File: src/rtl/pipe_hazard_ctrl_pkg.sv
// Shared pipeline definitions: controller state encoding, register-file
// constants and the control word loaded into a stage on flush.
package pipe_hazard_ctrl_pkg;

  typedef enum logic {
    ST_RUN    = 1'b0,
    ST_MSTALL = 1'b1
  } ctrl_state_e;

  localparam logic [4:0] REG_ZERO    = 5'd0;
  localparam int unsigned STALL_LEN_W = 12;

  typedef struct packed {
    logic       regWrite;
    logic       memRead;
    logic       memWrite;
    logic       memToReg;
    logic       branch;
    logic       aluSrc;
    logic [1:0] aluOp;
  } ctrl_word_t;

  // A flushed stage register loads this word so the bubble has no side effects.
  localparam ctrl_word_t CTRL_BUBBLE = '0;

endpackage

File: src/rtl/pipe_hazard_ctrl_sat_cnt.sv
// Saturating event counter with a synchronous clear that wins over increment.
module sat_cnt
  import pipe_hazard_ctrl_pkg::*;
#(
  parameter int unsigned W = 16
) (
  input  logic         clk,
  input  logic         rst,
  input  logic         clr,
  input  logic         inc,
  output logic [W-1:0] q
);

  always_ff @(posedge clk or negedge rst) begin
    if (!rst) begin
      q <= '0;
    end else if (clr) begin
      q <= '0;
    end else if (inc && (q != '1)) begin
      q <= q + 1'b1;
    end
  end

endmodule

File: src/rtl/pipe_hazard_ctrl.sv
// Stall/flush controller for the 5-stage pipeline: combinational per-stage
// strobes, memory-stall FSM, stall watchdog and saturating perf counters.
module pipe_hazard_ctrl
  import pipe_hazard_ctrl_pkg::*;
#(
  parameter int unsigned CNT_W   = 16,
  parameter int unsigned TIMEOUT = 255
) (
  input  logic             clk,
  input  logic             rst,
  input  logic             icache_stall,
  input  logic             dcache_stall,
  input  logic             ex_mem_read,
  input  logic [4:0]       ex_rt,
  input  logic [4:0]       id_rs,
  input  logic [4:0]       id_rt,
  input  logic             id_uses_rt,
  input  logic             branch_taken,
  input  logic             perf_clr,
  output logic             pc_en,
  output logic             ifid_en,
  output logic             idex_en,
  output logic             exmem_en,
  output logic             memwb_en,
  output logic             ifid_flush,
  output logic             idex_flush,
  output logic             ctrl_state,
  output logic             stall_timeout,
  output logic [CNT_W-1:0] perf_stall,
  output logic [CNT_W-1:0] perf_bubble,
  output logic [CNT_W-1:0] perf_flush
);

  localparam logic [STALL_LEN_W-1:0] TIMEOUT_L = STALL_LEN_W'(TIMEOUT);

  ctrl_state_e            state;
  logic [STALL_LEN_W-1:0] stallLen;
  logic [STALL_LEN_W-1:0] stallLenNext;
  logic                   cacheStall;
  logic                   loadUse;
  logic                   bubbleInc;
  logic                   flushInc;

  assign cacheStall = icache_stall | dcache_stall;

  assign loadUse = ex_mem_read && (ex_rt != REG_ZERO) &&
                   ((ex_rt == id_rs) || (id_uses_rt && (ex_rt == id_rt)));

  // While frozen, branch and hazard inputs are re-presented after release,
  // so they are neither acted on nor counted during a cache stall.
  always_comb begin
    pc_en      = 1'b0;
    ifid_en    = 1'b0;
    idex_en    = 1'b0;
    exmem_en   = 1'b0;
    memwb_en   = 1'b0;
    ifid_flush = 1'b0;
    idex_flush = 1'b0;
    if (!rst || cacheStall) begin
      // everything held
    end else if (loadUse) begin
      idex_en    = 1'b1;
      idex_flush = 1'b1;
      exmem_en   = 1'b1;
      memwb_en   = 1'b1;
    end else begin
      pc_en      = 1'b1;
      ifid_en    = 1'b1;
      idex_en    = 1'b1;
      exmem_en   = 1'b1;
      memwb_en   = 1'b1;
      ifid_flush = branch_taken;
    end
  end

  assign bubbleInc = !cacheStall && loadUse;
  assign flushInc  = !cacheStall && !loadUse && branch_taken;

  always_ff @(posedge clk or negedge rst) begin
    if (!rst) begin
      state <= ST_RUN;
    end else begin
      state <= cacheStall ? ST_MSTALL : ST_RUN;
    end
  end

  assign ctrl_state = (state == ST_MSTALL);

  assign stallLenNext = (stallLen == '1) ? stallLen : stallLen + 1'b1;

  always_ff @(posedge clk or negedge rst) begin
    if (!rst) begin
      stallLen      <= '0;
      stall_timeout <= 1'b0;
    end else if (perf_clr) begin
      stallLen      <= '0;
      stall_timeout <= 1'b0;
    end else if (cacheStall) begin
      stallLen <= stallLenNext;
      if (stallLenNext >= TIMEOUT_L) begin
        stall_timeout <= 1'b1;
      end
    end else begin
      stallLen <= '0;
    end
  end

  sat_cnt #(.W(CNT_W)) uStallCnt (
    .clk (clk),
    .rst (rst),
    .clr (perf_clr),
    .inc (cacheStall),
    .q   (perf_stall)
  );

  sat_cnt #(.W(CNT_W)) uBubbleCnt (
    .clk (clk),
    .rst (rst),
    .clr (perf_clr),
    .inc (bubbleInc),
    .q   (perf_bubble)
  );

  sat_cnt #(.W(CNT_W)) uFlushCnt (
    .clk (clk),
    .rst (rst),
    .clr (perf_clr),
    .inc (flushInc),
    .q   (perf_flush)
  );

endmodule

File: config.mk
export PLATFORM = sky130hd
export DESIGN_NAME = pipe_hazard_ctrl
export DESIGN_NICKNAME = d
export VERILOG_FILES = /design/src/rtl/pipe_hazard_ctrl_pkg.sv /design/src/rtl/pipe_hazard_ctrl_sat_cnt.sv /design/src/rtl/pipe_hazard_ctrl.sv
export SDC_FILE = /design/constraint.sdc
export NUM_CORES = 1
export LEC_CHECK = 0
export CORE_UTILIZATION = 39
export DETAILED_ROUTE_END_ITERATION = 12
export HOLD_SLACK_MARGIN = 0.1
export PLACE_DENSITY = 0.68
export SLEW_MARGIN = 10
export SYNTH_ARGS = -nofsm -noshare
export SYNTH_HDL_FRONTEND = slang
export SYNTH_SLANG_ARGS = --single-unit
File: constraint.sdc
create_clock -name clk -period 4.2 [get_ports clk]
set_clock_uncertainty 0.15 [all_clocks]
set_input_delay 1.26 -clock clk [delete_from_list [all_inputs] [get_ports clk]]
set_output_delay 1.26 -clock clk [all_outputs]
set_load 0.02 [all_outputs]
==> metrics.md, run 1 <==
| Metric | Value |
|---|---|
| Iteration-0 DRC Markers | 146 |
| Slew @ Worst Pin | 0.805 ns |
| Dpl hpwl | ~6400 um |
| CTS buffer count | 9 |
| Number of synthesized register bits | 62 |
| Leading area contributor after synthesis | dfrtp_1 |
| Initial antenna violation count | 0 |
| Avg Synthesized Cell Area | 8.87 sq um |
| Htree depth | 3 |
| Unrepaired setup endpoints after global routing | no |
| Area of placed instances | approximately 4600 sq um |
| Bufs on Longest Clock Path | 2 |
| CTS tree | done |
| Violated checks | DRC |
| Hold path depth | 1 |
| Number of max-cap violations | 0 |
| Chip Width | 98.2 um |
| Clock Sinks | 62 |
| RePlAce Congestion | approximately 0.85 |
| GRT Total Usage | around a fifth |
| CP max-delay cell | or4_4 |
| Tot Pwr | 1.19 mW |
| RR Endpoint | uFlushCnt.q[7]$_DFFE_PN0P_ |
| Ports | 80 |
| Setup bufs post-CTS | 0 |
| Seq/Total Area, Yosys | ~43% |
| Final Max Tran Viols | 0 |
| CP startpoint | ex_rt[1] |
| Top FF cell, synth | dfrtp_1 |
| Distinct cells, synth | 52 |
| Die area | 9650 sq um |
| Die height | slightly below 100 um |
| Pre-antenna DRT Iters | 9 |
| Largest net degree at the start of global routing | 63 |
| CP endpoint kind | output pin |
| DRT Wirelength | slightly below 9000 um |
| Vias in the first global route | 3224 |
| Clk Latency, worst-skew pair | between 0.3 and 0.4 ns |
| Layout cells sized above 1 | about an eighth |
| Setup ws final | between 0.08 and 0.09 ns |
| DR DRC count | 5 |
| Cells after Synth | around 410 |
| PortBufs | between 70 and 80 |
| Worst R2R Path Depth | 7 |
| Hold Path Class | flip-flop to flip-flop |
| Grt total ovfl | 0 |
| Syn Std Cell Area | 3610 sq um |
| Status | finished, violations left |
| Fin nets | between 500 and 600 |
| Starting Density | between 40% and 50% |
| Antenna Nets Post-Route | 0 |
| Period Utilization, post-route | between 90% and 100% |
| Vias | 3345 |
| Clk Tree Root Cell | clkbuf_8 |
| Pwr dens | between 200 and 300 nW/um^2 |
| Post-Syn Nets | between 400 and 500 |
| First-pass GRT wire length | 15100 um |
| Top cells by area, synth | dfrtp_1 43%, xnor2_1 5.6%, nor2_1 5.2% |
| Clk slew on worst S/H paths | about 0.070 ns |
| CP Class | primary input to output pin |
| Post-layout util | a little over half |
| Final TNS setup | 0 ns |
| Worst R2R Start | uFlushCnt.q[0]$_DFFE_PN0P_ |
| Leak | roughly 1.8 nW |
| Post-synth top area share | between 40 and 50% |
| Startpoint Class | primary input |
| EDFF count, synth | 0 |
| Multi-input gate area | ~1900 sq um |
| Finish-stage setup viols | 0 |
| Crit-path cells | clkdlybuf4s15_1, or4_4, o21a_1, buf_4, nand2_1, nor2_1, buf_2 |
| Site Rows | 34 |
| DP Worst Slack | -0.619 ns |
| Fmax | approximately 0.24 GHz |
| Ys async rst share | 100% |
| Worst vdd ir | between 0.1 and 0.15 mV |
| # fillers | ~830 |
| Rel. slew slack | 46.3% |
| Hold Startpoint | stallLen[5]$_DFF_PN0_ |
| Area grow syn2layout | 31.3% |
| Worst reg2reg setup slack | approximately 1.8 ns |
| Slowest stage delay, CP | roughly 0.56 ns |
| Storage cell area | 1550 sq um |
| Critical Path Fanout Max | 3 |
| WP data arrival | approximately 2.7 ns |
| Synth warn | 0 |
| Average wire per standard cell | around 15 um |
| Hold EP | stallLen[5]$_DFF_PN0_ |
| CORE AREA | just under 9000 sq um |
| Via/cell ratio | 5.47 |
| CP Data Required Time | around 2.8 ns |
| Minimum clock period | between 4 and 5 ns |
| Hold violation total from the final report | 0 |
| Final instance area | roughly 4700 sq um |
| Post-CTS Hold Buffers | 0 |
| Antenna cells | 0 |
metrics by stage:
step / hold slack, ns / cells
6_report: 0.401 / 611
5_1_grt: 0.426 / 611
4_1_cts: 0.396 / 611
3_5_place_dp: 0.383 / 598
3_3_place_gp: 0.384 / 598
2_1_floorplan: 0.349 / 407
cells in the final DEF (no fill, tap or decap), types with 2 or more instances in the layout:
cell / synthesis / routed
clkbuf_8: 0 / 11
mux2i_1: 2 / 2
o21a_1: 2 / 2
nand3_1: 27 / 26
o31ai_1: 7 / 7
and2_1: 2 / 2
dlygate4sd2_1: 0 / 6
a31oi_1: 7 / 7
nand4_1: 13 / 13
xnor2_1: 23 / 23
inv_1: 17 / 17
or2_2: 3 / 3
clkdlybuf4s50_1: 0 / 65
nor2b_1: 10 / 10
buf_4: 4 / 20
and3_1: 7 / 7
o21ai_2: 2 / 2
a31o_2: 2 / 2
and4_1: 2 / 2
xor2_1: 4 / 4
buf_2: 2 / 4
o21ai_0: 23 / 23
a21oi_1: 28 / 27
dfrtp_1: 62 / 62
clkinv_2: 0 / 2
mux2_2: 6 / 6
o31a_1: 2 / 2
nand2_1: 27 / 27
a211oi_1: 2 / 2
nor3_1: 12 / 12
ha_1: 4 / 4
or3_1: 13 / 13
a21o_1: 2 / 2
nor4_1: 7 / 7
or4_1: 6 / 6
nor2_1: 50 / 50
metal layers:
layer	up-vias	wire length, um	GRT usage (%)
met4	0	161	7.35
li1	1650	-	-
met3	10	263	3.15
met5	-	0	0
met1	1625	4180	26.0
met2	60	4280	31.4
worst max path at each step:
stage / cells past startpoint / to
3_5_place_dp: 6 / ifid_flush
5_1_grt: 6 / ifid_flush
3_3_place_gp: 6 / ifid_flush
2_1_floorplan: 4 / ifid_flush
4_1_cts: 6 / ifid_flush
6_report: 7 / idex_flush
cell families (layout without fill, tap and decap cells):
family / after synthesis / count (layout) / share of synthesized area, %
and+or+nand+nor: 187 / 187 / 27.2
AOI/OAI and AO/OA: 87 / 87 / 15.4
DFF: 62 / 62 / 43.0
buffers and inverters: 31 / 127 / 3.71
xor gates and xnor gates: 27 / 27 / 6.55
muxes: 9 / 9 / 2.84
adders and majority gates: 4 / 4 / 1.39
state kept, by name, indices dropped and copies added (netlist names):
| signal | flops |
|---|---|
| ctrl_state | 1 |
| stallLen | 12 |
| stall_timeout | 1 |
| uBubbleCnt.q | 16 |
| uFlushCnt.q | 16 |
| uStallCnt.q | 16 |
area by class of cell:
class / instances / area share [%]
multi-input cells: 314 / 40.8
flip-flops and latches: 62 / 32.7
repair buffers: 97 / 18.9
clock buffers: 11 / 3.19
well taps: 108 / 2.85
inverters: 17 / 1.35
clock inverters: 2 / 0.211
critical path, delay by kind of cell:
family                 cells  cell delay [ns]
and+or+nand+nor            3             0.70
buffers and inverters      3             0.54
AOI/OAI and AO/OA          1             0.21
power breakdown:
part / internal, mW / switching [mW]
registers: 0.603 / 0.00763
logic: 0.0558 / 0.0700
clock network: 0.235 / 0.219
total: 0.893 / 0.297
repair_timing:
item	CTS	global route
resized for setup	25	3
endpoints found under the setup margin	7	4
pin swaps	3	5
cell usage after synthesis, types with 10 or more instances:
cell type / instances
nand4_1: 13
nor3_1: 12
nand3_1: 27
a21oi_1: 28
nor2b_1: 10
nor2_1: 50
dfrtp_1: 62
xnor2_1: 23
nand2_1: 27
o21ai_0: 23
or3_1: 13
inv_1: 17
(Power assumes the default switching activity.)
==> run 2, diff against run 1 <==
--- a/config.mk
+++ b/config.mk
@@ -8,7 +8,7 @@
 export CORE_UTILIZATION = 39
 export DETAILED_ROUTE_END_ITERATION = 12
 export HOLD_SLACK_MARGIN = 0.1
-export PLACE_DENSITY = 0.68
+export PLACE_DENSITY = 0.71
 export SLEW_MARGIN = 10
 export SYNTH_ARGS = -nofsm -noshare
 export SYNTH_HDL_FRONTEND = slang
==> metrics.md, run 2 (synthesis results as in run 1) <==
| Metric | Value |
|---|---|
| Worst reg2reg setup slack | 1.80 ns (about the same) |
| Fin nets | 530 (+0.38%) |
| Minimum clock period | 4.15 ns (+0.0293 ns) |
| Largest regs | uBubbleCnt.q (16), uFlushCnt.q (16), uStallCnt.q (16) |
| Site Rows | 34 (unchanged) |
| Antenna Nets Post-Route | 0 (unchanged) |
| Fmax | 0.241 GHz (-0.71%) |
| Clk Tree Root Cell | clkbuf_8 |
| Violated checks | DRC |
| Hold violation total from the final report | 0 (unchanged) |
| Post-CTS Hold Buffers | 0 (unchanged) |
| Hold Path Class | flip-flop to flip-flop |
| Bufs on Longest Clock Path | 2 (unchanged) |
| Switching share of power | 25.3% (+0.31 points) |
| Clk slew on worst S/H paths | 0.07 ns (about the same) |
| Status | finished, violations left |
| GRT Total Usage | 19.2% (-0.16 points) |
| CP Class | primary input to output pin |
| PortBufs | 79 (unchanged) |
| Slew @ Worst Pin | 0.787 ns (-0.0175 ns) |
| Tot Pwr | 1.27 mW (+6.6%) |
| Final Non-Filler Cells | 616 (+0.82%) |
| Setup ws final | 0.0514 ns (-0.0293 ns) |
| Placed cells | 600 (+0.33%) |
| Commonest non-fill, non-tap cell in the layout | clkdlybuf4s50_1 |
| Number of max-cap violations | 0 (unchanged) |
| DRT Wirelength | 8890 um (about the same) |
| First-pass GRT wire length | 15000 um (-0.78%) |
| Vias | 3379 (+1.0%) |
| P_int | 948 uW (+6.2%) |
| Dpl hpwl | 6380 um (-0.79%) |
| Ports | 80 (unchanged) |
| Rel. slew slack | 47.5% (+1.2 points) |
| Worst R2R Start | uFlushCnt.q[0]$_DFFE_PN0P_ |
| Vias in the first global route | 3234 (+0.31%) |
| Layout cells sized above 1 | 12.4% (+0.67 points) |
| Period Utilization, post-route | 98.8% (+0.70 points) |
| Via/cell ratio | 5.49 (+0.20%) |
| Worst vdd ir | 0.149 mV (+11%) |
| Final Max Tran Viols | 0 (unchanged) |
| Pre-antenna DRT Iters | 11 (+2) |
| DR DRC count | 4 (-1) |
| CTS buffer count | 9 (unchanged) |
| Clock Sinks | 62 (unchanged) |
| Leak | 1.86 nW (+0.78%) |
| Most frequent cells in the layout | 66 x clkdlybuf4s50_1, 62 x dfrtp_1, 50 x nor2_1 |
| WP data arrival | 2.74 ns (+0.03 ns) |
| RR Endpoint | uFlushCnt.q[7]$_DFFE_PN0P_ |
| Grt total ovfl | 0 (unchanged) |
| Startpoint Class | primary input |
| CP endpoint | ifid_flush |
| Clock power share | 41.8% (+3.7 points) |
| CORE AREA | 8850 sq um (unchanged) |
| Iteration-0 DRC Markers | 125 (-14%) |
| NetSw | 321 uW (+7.9%) |
| Initial antenna violation count | 0 (unchanged) |
| CP startpoint | ex_rt[4] |
| Die area | 9650 sq um (unchanged) |
| Unrepaired setup endpoints after global routing | no |
| Largest net degree at the start of global routing | 63 (unchanged) |
| DP Worst Slack | -0.598 ns (+0.0212 ns) |
| Average wire per standard cell | 14.4 um (-0.80%) |
| Critical Path Fanout Max | 3 (unchanged) |
| Pwr dens | 265 nW/um^2 (+5.6%) |
| Area grow syn2layout | 32.6% |
| Worst R2R Path Depth | 7 (unchanged) |
| CTS tree | done |
| Starting Density | 40.8% (unchanged) |
| CP Data Required Time | 2.79 ns (about the same) |
| Seq pwr share | 48.0% (-3.3 points) |
| Htree depth | 3 (unchanged) |
| Finish-stage setup viols | 0 (unchanged) |
| Antenna cells | 0 (unchanged) |
| Clk Latency, worst-skew pair | 0.34 ns (about the same) |
| RePlAce Congestion | 0.840 (-0.67%) |
| Chip Width | 98.2 um (unchanged) |
| Comb pwr share | 10.1% (-0.5 points) |
| CP endpoint kind | output pin |
| Die height | 98.2 um (unchanged) |
[run 2: cell type report]
class	count	area [sq um]
multi-input cells	314	1930
clock buffers	10	138
well taps	108	135
fillers	823	4060
flip-flops and latches	62	1550
repair buffers	99	908
inverters	17	63.8
clock inverters	6	61.3
[run 2: metrics by stage]
stage / TNS (ns) / hold WS, ns / utilization [%] / instance area [sq um]
2_1_floorplan: 0 / 0.349 / - / 3610
3_3_place_gp: -2.06 / 0.393 / 52.1 / 4610
3_5_place_dp: -2.16 / 0.405 / 52.1 / 4610
4_1_cts: 0 / 0.414 / 54.1 / 4790
5_1_grt: 0 / 0.454 / 54.1 / 4790
6_report: 0 / 0.416 / 54.1 / 4790
[run 2: worst max-delay path, cell delays in order]
cell and delay [ns]:
dlygate4sd2_1 0.25, or4_4 0.54, o21a_1 0.23, a21oi_2 0.18, and2_1 0.16, buf_6 0.12
[run 2: timing repair]
item | 4_1_cts | 5_1_grt
endpoints found under the setup margin | 7 | 0
endpoints found under the hold margin | 0 | 0
setup buffers | 0 | 0
resized for setup | 25 | 0
[run 2: worst min-delay path by stage]
stage                                     from                    endpoint  depth (start not counted)
finish                   stallLen[4]$_DFF_PN0_       stallLen[4]$_DFF_PN0_                          1
global route        uFlushCnt.q[1]$_DFFE_PN0P_  uFlushCnt.q[1]$_DFFE_PN0P_                          2
CTS                      stallLen[4]$_DFF_PN0_       stallLen[4]$_DFF_PN0_                          1
detailed placement       stallLen[5]$_DFF_PN0_       stallLen[5]$_DFF_PN0_                          1
global placement         stallLen[5]$_DFF_PN0_       stallLen[5]$_DFF_PN0_                          1
floorplan                stallLen[5]$_DFF_PN0_       stallLen[5]$_DFF_PN0_                          1
[run 2: power groups by stage]
stage | Combinational [mW] | Sequential (mW) | Clock, mW
after floorplan | 0.0555 | 0.625 | 0
after global placement | 0.130 | 0.621 | 0
after detailed placement | 0.132 | 0.621 | 0
after CTS | 0.130 | 0.610 | 0.542
after global routing | 0.140 | 0.610 | 0.571
final | 0.128 | 0.610 | 0.531
[run 2: metal layers]
metal  share of wire [%]  global-route usage (%)  vias to the layer above
met4                 2.3                    8.84                        0
met1                  46                    25.6                     1642
met2                  49                    31.0                       66
li1                    -                       -                     1656
met3                 2.7                    2.72                       15
met5                   0                       0                        -
